==> src/rtl/coin_acceptor.sv <==
// coin_acceptor: synchronises and qualifies raw coin, slug and cancel inputs.
// Accepted coins are queued while the vending FSM is busy. They are then
// replayed as single-cycle pulses, with MIN_GAP idle cycles after every pulse.
// Build option: define COIN_FIFO_EN for a FIFO_DEPTH-entry coin queue.
// Without it, a single holding register is used (depth 1).
module coin_acceptor #(
  parameter int STABLE_CYCLES = 4,
  parameter int FIFO_DEPTH    = 4,
  parameter int MIN_GAP       = 2
) (
  input  logic                          clk,
  input  logic                          rst,
  input  logic [1:0]                    coin_sense,
  input  logic                          slug_sense,
  input  logic                          cancel_btn,
  input  logic                          busy,
  output logic                          nickel,
  output logic                          dime,
  output logic                          quarter,
  output logic                          cancel,
  output logic                          coin_return,
  output logic [$clog2(FIFO_DEPTH):0]   pending
);

  localparam int PW = $clog2(FIFO_DEPTH) + 1;
`ifdef COIN_FIFO_EN
  localparam int QDEPTH = FIFO_DEPTH;
`else
  localparam int QDEPTH = 1;
`endif
  localparam logic [PW-1:0] QFULL       = PW'(QDEPTH);
  localparam logic [3:0]    STABLE_LAST = 4'(STABLE_CYCLES - 1);
  localparam logic [2:0]    GAP_LOAD    = 3'(MIN_GAP);

  typedef enum logic [1:0] {IDLE = 2'd0, QUAL = 2'd1, WAIT_REL = 2'd2} qstate_t;

  // synchroniser flops
  logic [1:0] coin_m_r, coin_s_r;
  logic       slug_m_r, slug_s_r;
  logic       cancel_m_r, cancel_s_r;

  // qualifier FSM
  qstate_t    state_r, state_nx;
  logic [1:0] code_r, code_nx;
  logic [3:0] qcnt_r, qcnt_nx;
  logic       push_req_s, slug_ret_s;

  // queue and emitter
  logic [PW-1:0] count_r;
  logic [1:0]    head_s;
  logic          push_ok_s, ovf_s, slot_s, pop_s, cancel_emit_s;
  logic [2:0]    gap_r;

  // cancel debounce
  logic       deb_r, cancel_req_r, rise_s;
  logic [3:0] dcnt_r;

  // Two-flop synchronisers for every raw input from the mechanism and button.
  always_ff @(posedge clk or negedge rst) begin
    if (!rst) begin
      coin_m_r   <= 2'b00;
      coin_s_r   <= 2'b00;
      slug_m_r   <= 1'b0;
      slug_s_r   <= 1'b0;
      cancel_m_r <= 1'b0;
      cancel_s_r <= 1'b0;
    end else begin
      coin_m_r   <= coin_sense;
      coin_s_r   <= coin_m_r;
      slug_m_r   <= slug_sense;
      slug_s_r   <= slug_m_r;
      cancel_m_r <= cancel_btn;
      cancel_s_r <= cancel_m_r;
    end
  end

  // Qualifier FSM state, held code and stability/release counter.
  always_ff @(posedge clk or negedge rst) begin
    if (!rst) begin
      state_r <= IDLE;
      code_r  <= 2'b00;
      qcnt_r  <= 4'd0;
    end else begin
      state_r <= state_nx;
      code_r  <= code_nx;
      qcnt_r  <= qcnt_nx;
    end
  end

  // Qualifier next state. In QUAL, a slug wins over everything else. The push
  // fires on the edge where the count would reach STABLE_CYCLES.
  always_comb begin
    state_nx   = state_r;
    code_nx    = code_r;
    qcnt_nx    = qcnt_r;
    push_req_s = 1'b0;
    slug_ret_s = 1'b0;
    case (state_r)
      IDLE: begin
        if (coin_s_r != 2'b00) begin
          state_nx = QUAL;
          code_nx  = coin_s_r;
          qcnt_nx  = 4'd1;
        end else begin
          qcnt_nx  = 4'd0;
        end
      end
      QUAL: begin
        if (slug_s_r) begin
          slug_ret_s = 1'b1;
          state_nx   = WAIT_REL;
          qcnt_nx    = 4'd0;
        end else if (coin_s_r == 2'b00) begin
          state_nx   = IDLE;
          qcnt_nx    = 4'd0;
        end else if (coin_s_r != code_r) begin
          code_nx    = coin_s_r;
          qcnt_nx    = 4'd1;
        end else if (qcnt_r == STABLE_LAST) begin
          push_req_s = 1'b1;
          state_nx   = WAIT_REL;
          qcnt_nx    = 4'd0;
        end else begin
          qcnt_nx    = qcnt_r + 4'd1;
        end
      end
      WAIT_REL: begin
        if (coin_s_r != 2'b00) begin
          qcnt_nx  = 4'd0;
        end else if (qcnt_r == STABLE_LAST) begin
          state_nx = IDLE;
          qcnt_nx  = 4'd0;
        end else begin
          qcnt_nx  = qcnt_r + 4'd1;
        end
      end
      default: begin
        state_nx = IDLE;
        code_nx  = 2'b00;
        qcnt_nx  = 4'd0;
      end
    endcase
  end

  // Queue control and emission decision. Coins take priority over cancel, so
  // all credit reaches the vending FSM before the refund request.
  always_comb begin
    push_ok_s     = push_req_s && (count_r != QFULL);
    ovf_s         = push_req_s && (count_r == QFULL);
    slot_s        = !busy && (gap_r == 3'd0);
    pop_s         = slot_s && (count_r != {PW{1'b0}});
    cancel_emit_s = slot_s && (count_r == {PW{1'b0}}) && cancel_req_r;
    rise_s        = cancel_s_r && !deb_r && (dcnt_r == STABLE_LAST);
  end

`ifdef COIN_FIFO_EN
  localparam int AW = (FIFO_DEPTH > 1) ? $clog2(FIFO_DEPTH) : 1;
  logic [1:0]    mem_r [FIFO_DEPTH];
  logic [AW-1:0] wr_ptr_r, rd_ptr_r;

  // Circular coin queue. Both pointers wrap naturally because the depth is a power of two.
  always_ff @(posedge clk or negedge rst) begin
    if (!rst) begin
      wr_ptr_r <= {AW{1'b0}};
      rd_ptr_r <= {AW{1'b0}};
      for (int i = 0; i < FIFO_DEPTH; i++) mem_r[i] <= 2'b00;
    end else begin
      if (push_ok_s) begin
        mem_r[wr_ptr_r] <= code_r;
        wr_ptr_r        <= wr_ptr_r + AW'(1);
      end
      if (pop_s) begin
        rd_ptr_r <= rd_ptr_r + AW'(1);
      end
    end
  end

  assign head_s = mem_r[rd_ptr_r];
`else
  logic [1:0] hold_r;

  // Single holding register. Its occupancy is tracked by count_r.
  always_ff @(posedge clk or negedge rst) begin
    if (!rst) begin
      hold_r <= 2'b00;
    end else if (push_ok_s) begin
      hold_r <= code_r;
    end
  end

  assign head_s = hold_r;
`endif

  // Occupancy count. A simultaneous push and pop leaves it unchanged.
  always_ff @(posedge clk or negedge rst) begin
    if (!rst) begin
      count_r <= {PW{1'b0}};
    end else begin
      case ({push_ok_s, pop_s})
        2'b10:   count_r <= count_r + PW'(1);
        2'b01:   count_r <= count_r - PW'(1);
        default: count_r <= count_r;
      endcase
    end
  end

  assign pending = count_r;

  // Cancel debounce. A level change is accepted after STABLE_CYCLES stable cycles.
  // A rising edge latches a request; further edges are absorbed until the request is emitted.
  always_ff @(posedge clk or negedge rst) begin
    if (!rst) begin
      deb_r        <= 1'b0;
      dcnt_r       <= 4'd0;
      cancel_req_r <= 1'b0;
    end else begin
      if (cancel_s_r != deb_r) begin
        if (dcnt_r == STABLE_LAST) begin
          deb_r  <= cancel_s_r;
          dcnt_r <= 4'd0;
        end else begin
          dcnt_r <= dcnt_r + 4'd1;
        end
      end else begin
        dcnt_r <= 4'd0;
      end
      if (rise_s) begin
        cancel_req_r <= 1'b1;
      end else if (cancel_emit_s) begin
        cancel_req_r <= 1'b0;
      end
    end
  end

  // Registered output pulses and the post-emission gap counter.
  always_ff @(posedge clk or negedge rst) begin
    if (!rst) begin
      nickel      <= 1'b0;
      dime        <= 1'b0;
      quarter     <= 1'b0;
      cancel      <= 1'b0;
      coin_return <= 1'b0;
      gap_r       <= 3'd0;
    end else begin
      nickel      <= pop_s && (head_s == 2'b01);
      dime        <= pop_s && (head_s == 2'b10);
      quarter     <= pop_s && (head_s == 2'b11);
      cancel      <= cancel_emit_s;
      coin_return <= slug_ret_s || ovf_s;
      if (pop_s || cancel_emit_s) begin
        gap_r <= GAP_LOAD;
      end else if (gap_r != 3'd0) begin
        gap_r <= gap_r - 3'd1;
      end
    end
  end

endmodule

==> config.mk <==
export PLATFORM = sky130hd
export DESIGN_NAME = coin_acceptor
export DESIGN_NICKNAME = d
export VERILOG_FILES = /design/src/rtl/coin_acceptor.sv
export SDC_FILE = /design/constraint.sdc
export NUM_CORES = 1
export LEC_CHECK = 0
export CAP_MARGIN = 5
export CORE_ASPECT_RATIO = 1.75
export CORE_MARGIN = 4
export CORE_UTILIZATION = 40
export DETAILED_ROUTE_END_ITERATION = 8
export GPL_TIMING_DRIVEN = 0
export HOLD_SLACK_MARGIN = 0.15
export PLACE_DENSITY = 0.63
export SLEW_MARGIN = 5
export SYNTH_ARGS = -nofsm -noshare
export SYNTH_HDL_FRONTEND = slang
export SYNTH_SLANG_ARGS = --single-unit
export TNS_END_PERCENT = 10
==> constraint.sdc <==
create_clock -name clk -period 2.35 [get_ports clk]
set_clock_uncertainty 0.2 [all_clocks]
set_input_delay 0.47 -clock clk [delete_from_list [all_inputs] [get_ports clk]]
set_output_delay 0.47 -clock clk [all_outputs]
set_load 0.05 [all_outputs]
Word level (Yosys, flattened, before mapping)
Index checks and enable logic that the tools add are counted.

Register bits: 35. Input port bits: 7. Output and inout port bits: 8. Word-level logic and storage cells: 109.

Bitwise logic cells: 1. Muxes and demuxes: 34. Eq/ne operators: 21. Reduce and logical (&&, ||, !) cells: 28. Add/sub/neg operators: 5.

Operator list (number): $mux 4 (7); $mux 2 (11); $ne 2x2->1 const B (6); $pmux 2 s3 (2); $pmux 4 s3 (1); $logic_and 1x1->1 (11); $mux 1 (10); $reduce_and 5->1 (2); $add 4x1->4 const B (2); $eq 2x2->1 const B (4); $eq 4x2->1 const B (2); $ne 4x4->1 const B (2); $reduce_bool 2->1 (4); $eq 2x1->1 const B (3); $logic_not 3->1 (2); $mux 3 (2); $pmux 3 s2 (1); $reduce_bool 3->1 (2); $sub 3x1->3 const B (2); $logic_not 2->1 (2); $add 3x1->3 const B (1); $eq 3x1->1 const B (1); $ne 3x1->1 const B (1); $logic_not 1->1 (2); 5 further kinds (6).

Depth between registers and ports, before layout
Gate-level depths: netlist of the first run.

Depth after elaboration: 9. Mapped depth: 9. Depth with buffers taken out: 9.

Least setup slack after synthesis of the first run
No wires, ideal clock.

Path kind: reg2reg. Start: register count_r[0], in the netlist pending[0]. End: register count_r[2], in the netlist pending[2]. Arrival: 1.928 ns. Path buffers: 0. Library setup time: 0.145 ns. Path slack: 0.078 ns. Period minus slack after synthesis: 2.272 ns. Required time: 2.005 ns. Cell stages (with the launch flop): 9. Path through: dfrtp_1 > inv_1 > ha_1 > nor2b_1 > nor2b_1 > ha_1 > mux2i_1 > nor2_1 > xor2_1.

Cells in the longest elaborated chain, start to end: 4. Elaborated cells between the ends (all ways): 10. Those cells by class: 2 x add/sub; 3 x eq/ne; 1 x mux; 4 x reduce/logical.

RTL lines: from (decl) (RTL line 49) `logic [PW-1:0] count_r;`; from (signal assigned) (RTL line 197) `count_r <= {PW{1'b0}};`; from (signal assigned) (RTL line 200) `2'b10: count_r <= count_r + PW'(1);`; from (signal assigned) (RTL line 201) `2'b01: count_r <= count_r - PW'(1);`; $ne 3x1->1 or $reduce_bool 3->1 (tied branches) (RTL line 148, 151); $logic_and 1x1->1 (on tied branches) (RTL line 148, 151); $eq 2x1->1 or $eq 2x2->1 (tied branches) (RTL line 199) `case ({push_ok_s, pop_s})`; $pmux 3 s2 or $reduce_bool 2->1 (tied branches).

Parallel ways exist; a longest one is shown, timed or not. A chain may end at the register's enable or synchronous reset.

Worst setup path after layout of the first run
Start: register state_r[1]. End: register count_r[2], in the netlist pending[2].

Cells in the longest elaborated chain, start to end: 5. Elaborated cells between the ends (all ways): 7. Those cells by class: 3 x eq/ne; 2 x mux; 2 x reduce/logical.

RTL lines: from (decl) (RTL line 43) `qstate_t state_r, state_nx;`; from (signal assigned) (RTL line 84) `state_r <= state_nx;`; $eq 2x1->1 (*) (RTL line 98) `case (state_r)`; $mux 1 (*) (RTL line 98); $logic_and 1x1->1 (*) (RTL line 148) `push_ok_s = push_req_s && (count_r != QFULL);`; $eq 2x1->1 or $eq 2x2->1 (tied branches) (RTL line 199); $pmux 3 s2 or $reduce_bool 2->1 (tied branches); to (signal assigned) (RTL line 200); to (signal assigned) (RTL line 201); to (signal assigned) (RTL line 202) `default: count_r <= count_r;`.

Mark *: on every way between the ends. The rest lies on a longest branch, timed or not.

==> impl_results.md, run 1 <==
- Pins Over Slew Limit: 0
- IO Port Bufs: 14
- Total nets after synthesis: 158
- Worst Hold Class: reg2reg
- Worst skew pair latency: 0.28 ns
- Die area: 0.00518 mm²
- Flops & latches, synth: 35
- Final non-filler cell total: 215
- Synth cell types: 38
- WP data arrival: 2.25 ns
- Max IR drop VDD: 582 µV
- H-tree Lvls: 2
- Drt pass-1 iters: 4
- Starting Density: 41.6%
- DR vias: 1079
- Worst Setup Start Kind: register
- CTS tree: yes
- Max-Slew Margin vs Limit: 49.6%
- Synth area leaders: dfrtp_1 (54%), ha_1 (7.7%), nor2_1 (3.0%)
- Tot GR Track Use: 11.7%
- Clk sinks: 35
- Final design utilization: 50.9%
- DR iter-0 viols: 23
- Count of final hold-check violations: 0
- Clk slew on worst S/H paths: 0.07 ns
- Kind of critical path: reg2reg
- Root Driver: clkbuf_8
- Max Cap Viol: 0
- Fin Setup TNS: 0 ns
- Post-synth EDFFs: 0
- Placed instance area: 0.00182 mm²
- Height of the die: 92.3 µm
- CP Capture Type: register
- Pin count of the biggest net entering global routing: 36
- Synth top area share: 54.0%
- Leakage dissipation: 0.923 nW
- Top_reg_cell synth: dfrtp_1
- Initial antenna violation count: 0
- Crit path max fanout: 7
- F_max: 445 MHz
- Tcrit/Tclk final: 95.5%
- CTS buffer count: 5
- Mean post-synth cell area: 11.5 µm²
- Overflow left after global routing: 0
- Worst-margin pin slew: 0.756 ns
- Num rows: 30
- Leading cell type in the layout, fill and taps excluded: dfrtp_1
- Final setup viols: 0
- DR WL/cell: 12.5 µm
- Post-Syn Area: 0.00162 mm²
- WHS: 0.150 ns
- Routed Antenna Nets: 0
- Drt drc: 0
- # IOs: 15
- Cell Pwr Density: 962 mW/mm²
- Routed WL: 2680 µm
- Yosys warning total: 0
- Post-synthesis sequential area ratio: 54.0%
- Post-synth top area cell: dfrtp_1
- Cells after DPL: 203
- Syn Inst Count: 141
- Die W: 56.2 µm
- Status: finished, final reports clean
- Vias/cell: 5.02
- Setup ws final: 0.105 ns
- Core box area: 0.00390 mm²
- Power, Total: 1.91 mW
- Fin crit period: 2.25 ns
- NumNets Final: 183
- Vias in the first global route: 1153
- Layout cells sized above 1: 16.8%
- Ys async rst share: 100%
- Worst EP required: 2.35 ns
- Synthesis-to-layout area growth: 22.4%
- DP Wirelength: 1970 µm
- Commonest cells after routing, fill and taps aside: dfrtp_1 (35), clkdlybuf4s50_1 (13), nor2_1 (12)
- Clock tree buffer depth: 2
- Global-route wire length before repair: 4820 µm
- Placer Congestion: 0.852
- Pre-CTS setup slack: -0.00178 ns
- Fin area: 0.00199 mm²
- Ant. Diodes: 0
cell type report:
| cell class | count | area (µm²) |
|---|---|---|
| buffer | 3 | 27.5 |
| timing repair buffer | 18 | 168 |
| clock buffer | 8 | 100 |
| fill | 348 | 1920 |
| tap | 48 | 60.1 |
| multi-input combinational | 93 | 718 |
| sequential | 35 | 876 |
| inverter | 10 | 37.5 |
routing by layer:
metal	vias to the layer above	share of wire, %	GRT usage [%]
li1	528	-	-
met1	525	38	12.2
met2	19	56	21.2
met3	7	4.4	3.52
met4	0	1.9	5.35
met5	-	0	0
flip-flops by register name, indices dropped and copies added (netlist names), 2 cells and up:
name and flops:
qcnt_r 4, code_r 2, state_r 2, head_s 2
coin_m_r 2, pending 3, coin_s_r 2, dcnt_r 4
gap_r 3
cells in the mapped netlist (3+ instances only):
master / number
dfrtp_1: 35
nor2_1: 13
nand3_1: 3
xnor2_1: 4
nand2_1: 7
o22ai_1: 3
ha_1: 10
inv_1: 10
xor2_1: 4
o21ai_0: 5
nand2b_1: 3
nor2b_1: 7
mux2i_1: 3
a21oi_1: 4
critical path, cell delays in order, from the launching register on:
cell and delay [ns]:
dfrtp_1 0.35, buf_2 0.16, o21bai_2 0.24, nor3b_4 0.28, and3_4 0.24, inv_1 0.04
ha_1 0.35, nor2_2 0.14, xor2_1 0.15
kinds of logic (layout without fill, tap and decap cells):
group | after synthesis | count (layout) | share of synthesized area [%]
flip-flops | 35 | 35 | 54.0
adder cells (fa/ha/maj) | 10 | 10 | 7.71
AND/OR/NAND/NOR | 44 | 44 | 15.3
XOR/XNOR | 8 | 8 | 4.32
multiplexers | 6 | 6 | 4.39
buffers and inverters | 13 | 39 | 4.01
AO/OA/AOI/OAI | 25 | 25 | 10.3
path summary, 6_finish.rpt:
kind	slack [ns]	to	cells past startpoint	start
worst max-delay path	0.10	pending[2]	8	state_r[1]
worst min-delay path	0.15	coin_s_r[1]	0	coin_m_r[1]
worst max register to register	0.10	pending[2]	8	state_r[1]
worst min register to register	0.15	coin_s_r[1]	0	coin_m_r[1]
max in group asynchronous	0.87	coin_m_r[1]	2	rst
min in group asynchronous	0.59	pending[2]	2	rst
timing repair:
item                                    in CTS  in global routing
setup buffers                                0                  3
resized for setup                            1                  8
hold buffers                                 1                  0
endpoints found under the setup margin       1                  1
endpoints found under the hold margin       35                  0
pin swaps                                    0                  2
power by group:
group	switching (mW)	internal, mW
Clock	0.199	0.267
Sequential	0.0964	0.714
Combinational	0.350	0.285
Total	0.645	1.27
Note: power is estimated with default switching activity, not from simulation.
==> run 2: changes to the inputs <==
--- a/config.mk
+++ b/config.mk
@@ -17,4 +17,3 @@
 export SYNTH_ARGS = -nofsm -noshare
 export SYNTH_HDL_FRONTEND = slang
 export SYNTH_SLANG_ARGS = --single-unit
-export TNS_END_PERCENT = 10
==> results of run 2 <==
No change in the layout: final DEF, timing and power equal those of run 1.
==> run 3: changes to the inputs <==
--- a/config.mk
+++ b/config.mk
@@ -5,6 +5,7 @@
 export SDC_FILE = /design/constraint.sdc
 export NUM_CORES = 1
 export LEC_CHECK = 0
+export ABC_AREA = 1
 export CAP_MARGIN = 5
 export CORE_ASPECT_RATIO = 1.75
 export CORE_MARGIN = 4
@@ -13,6 +14,7 @@
 export GPL_TIMING_DRIVEN = 0
 export HOLD_SLACK_MARGIN = 0.15
 export PLACE_DENSITY = 0.63
+export REMOVE_ABC_BUFFERS = 1
 export SLEW_MARGIN = 5
 export SYNTH_ARGS = -nofsm -noshare
 export SYNTH_HDL_FRONTEND = slang
==> run 3 against run 2 <==
Critical path depth is 7 lower. Largest cell class unchanged. Worst setup slack better by 0.013 ns. Power is 18% higher. Final area is 2.6% lower. Sequential share of layout area is 1.2 points higher. Critical endpoint is now pending[0]. Maximum frequency is 0.58% higher. Clock power is 14% higher.
==> impl_results.md, run 3 <==
- Fin crit period: 2.23 ns (-0.0131 ns)
- DR vias: 1145 (+6.1%)
- Post-synth EDFFs: 0 (unchanged)
- Final design utilization: 50.1% (-0.83 points)
- Placer Congestion: 0.728 (-15%)
- Tot GR Track Use: 12.1% (+0.38 points)
- IO Port Bufs: 14 (unchanged)
- NumNets Final: 209 (+14%)
- Top_reg_cell synth: dfrtp_1
- Pre-CTS setup slack: 0.0772 ns (+0.0790 ns)
- Synth cell types: 25 (-34%)
- Mean post-synth cell area: 9.41 µm² (-18%)
- Setup ws final: 0.118 ns (+0.0131 ns)
- Vias/cell: 4.75 (-5.3%)
- Tcrit/Tclk final: 95.0% (-0.56 points)
- CTS tree: yes
- Synth area leaders: dfrtp_1 (55%), nand2_1 (9.6%), ha_1 (7.8%)
- CTS buffer count: 5 (unchanged)
- Pin count of the biggest net entering global routing: 36 (unchanged)
- Worst-margin pin slew: 0.760 ns (+0.00427 ns)
- Max IR drop VDD: 586 µV (+0.66%)
- Kind of critical path: reg2out
- Initial antenna violation count: 0 (unchanged)
- Count of final hold-check violations: 0 (unchanged)
- WP data arrival: 1.56 ns (-0.69 ns)
- CP cell instances: clkdlybuf4s50_1
- Post-Syn Area: 0.00160 mm² (-1.4%)
- Ys async rst share: 100% (unchanged)
- Register area: 876 µm² (unchanged)
- Syn Inst Count: 170 (+21%)
- Worst Hold Class: reg2reg
- Layout cells sized above 1: 14.5% (-2.3 points)
- DR WL/cell: 11.2 µm (-10%)
- Root Driver: clkbuf_8
- Cell Pwr Density: 1160 mW/mm² (+21%)
- Height of the die: 91.7 µm (-0.63%)
- Most frequent cell after synthesis: nand2_1
- Status: finished, final reports clean
- Biggest registers after layout: dcnt_r: 4 flops, qcnt_r: 4 flops
- Num rows: 30 (unchanged)
- # IOs: 15 (unchanged)
- Flops & latches, synth: 35 (unchanged)
- Yosys warning total: 0 (unchanged)
- Synthesis-to-layout area growth: 21.0%
- Cells after DPL: 232 (+14%)
- Leakage dissipation: 0.950 nW (+3.0%)
- DR iter-0 viols: 11 (-52%)
- Post-CTS setup buffer count: 0 (unchanged)
- Max-Slew Margin vs Limit: 49.3% (-0.28 points)
- Routed Antenna Nets: 0 (unchanged)
- Global-route wire length before repair: 4850 µm (+0.71%)
- Worst skew pair latency: 0.29 ns (about the same)
- Buf+Inv Stages, Crit Path: 1 (-1)
- RSZ-0062 raised after global routing: false
- Fill cells: 349 (+0.29%)
- Leading cell type in the layout, fill and taps excluded: nand2_1
- Multi-input gate area: 643 µm² (-10%)
- Worst EP required: 1.68 ns (-0.67 ns)
- Worst Setup Start Kind: register
- Max stage delay on crit path: 0.84 ns (+0.49 ns)
- Post-synthesis sequential area ratio: 54.7% (+0.76 points)
- Core box area: 0.00387 mm² (-0.96%)
- Commonest cells after routing, fill and taps aside: nand2_1 (40), dfrtp_1 (35), inv_1 (19)
- WHS: 0.153 ns (+0.00316 ns)
- H-tree Lvls: 2 (unchanged)
- Pins Over Slew Limit: 0 (unchanged)
- Die area: 0.00512 mm² (-1.2%)
- Drt drc: 0 (unchanged)
- DP Wirelength: 2080 µm (+5.3%)
- F_max: 448 MHz (+0.58%)
- Commonest cells post-synth: nand2_1 (41), dfrtp_1 (35), inv_1 (19)
- Synth top area share: 54.7% (+0.76 points)
- Clk sinks: 35 (unchanged)
- Vias in the first global route: 1216 (+5.5%)
- Starting Density: 41.4% (-0.18 points)
- Post-synth top area cell: dfrtp_1
- Ant. Diodes: 0 (unchanged)
- Drt pass-1 iters: 4 (unchanged)
- CP Capture Type: output pin
- Clk slew on worst S/H paths: 0.08 ns (about the same)
- Final setup viols: 0 (unchanged)
- CP max stage cell: clkdlybuf4s50_1
- Max Cap Viol: 0 (unchanged)
- Routed WL: 2690 µm (+0.37%)
- Crit path max fanout: 5 (-2)
- Die W: 55.8 µm (-0.60%)
- Clock tree buffer depth: 2 (unchanged)
- Cell family with most CP delay: buffers and inverters
- Final non-filler cell total: 241 (+12%)
- Overflow left after global routing: 0 (unchanged)
## run 3: area by class of cell
type / instances / area share [%]
Timing Repair Buffer: 15 / 7.50
Sequential cell: 35 / 45.2
Multi-Input combinational cell: 109 / 33.2
Clock inverter: 3 / 2.26
Inverter: 26 / 5.11
Clock buffer: 5 / 3.56
Tap cell: 48 / 3.10
## run 3: where the power goes
part           internal, mW  leakage (nW)  total (mW)  switching, mW
clock network         0.316        0.0581       0.531          0.215
registers             0.750         0.442       0.863          0.113
logic                 0.326         0.450       0.859          0.533
total                  1.39         0.950        2.25          0.861
## run 3: per-stage QoR
stage          setup TNS, ns  power [mW]  area, µm²
5_1_grt                    0        2.44       1940
3_3_place_gp           -2.79        1.66       1800
4_1_cts                    0        2.26       1920
6_report                   0        2.25       1940
2_1_floorplan              0        1.49       1600
3_5_place_dp               0        1.71       1800
## run 3: cells by family (layout without fill, tap and decap cells)
| family | count (synthesis) | in the layout | share of synthesized area, % |
|---|---|---|---|
| simple gates | 80 | 80 | 23.3 |
| flops | 35 | 35 | 54.7 |
| buf+inv | 26 | 49 | 6.18 |
| compound gates | 12 | 12 | 4.14 |
| fa+ha+maj | 10 | 10 | 7.82 |
| xor+xnor | 7 | 7 | 3.83 |
## run 3: what timing repair did
item,4_1_cts,5_1_grt
setup endpoints to repair,0,1
hold buffers,1,0
endpoints found under the hold margin,35,0
resized for setup,0,4
## run 3: per-layer routing
layer  routed length (µm)  GRT usage, %
met5                    0             0
met4                   76          5.94
met3                  117          4.08
met2                 1540          24.0
met1                  954          10.2
## run 3: path summary, 6_finish.rpt
path	endpoint	from	slack, ns	cells after the start
min in group asynchronous	dime	rst	0.59	2
worst min register to register	coin_s_r[1]	coin_m_r[1]	0.15	0
worst max-delay path	pending[0]	pending[0]	0.12	1
worst min-delay path	coin_s_r[1]	coin_m_r[1]	0.15	0
max in group asynchronous	slug_s_r	rst	0.87	2
worst max register to register	pending[2]	gap_r[0]	0.23	12
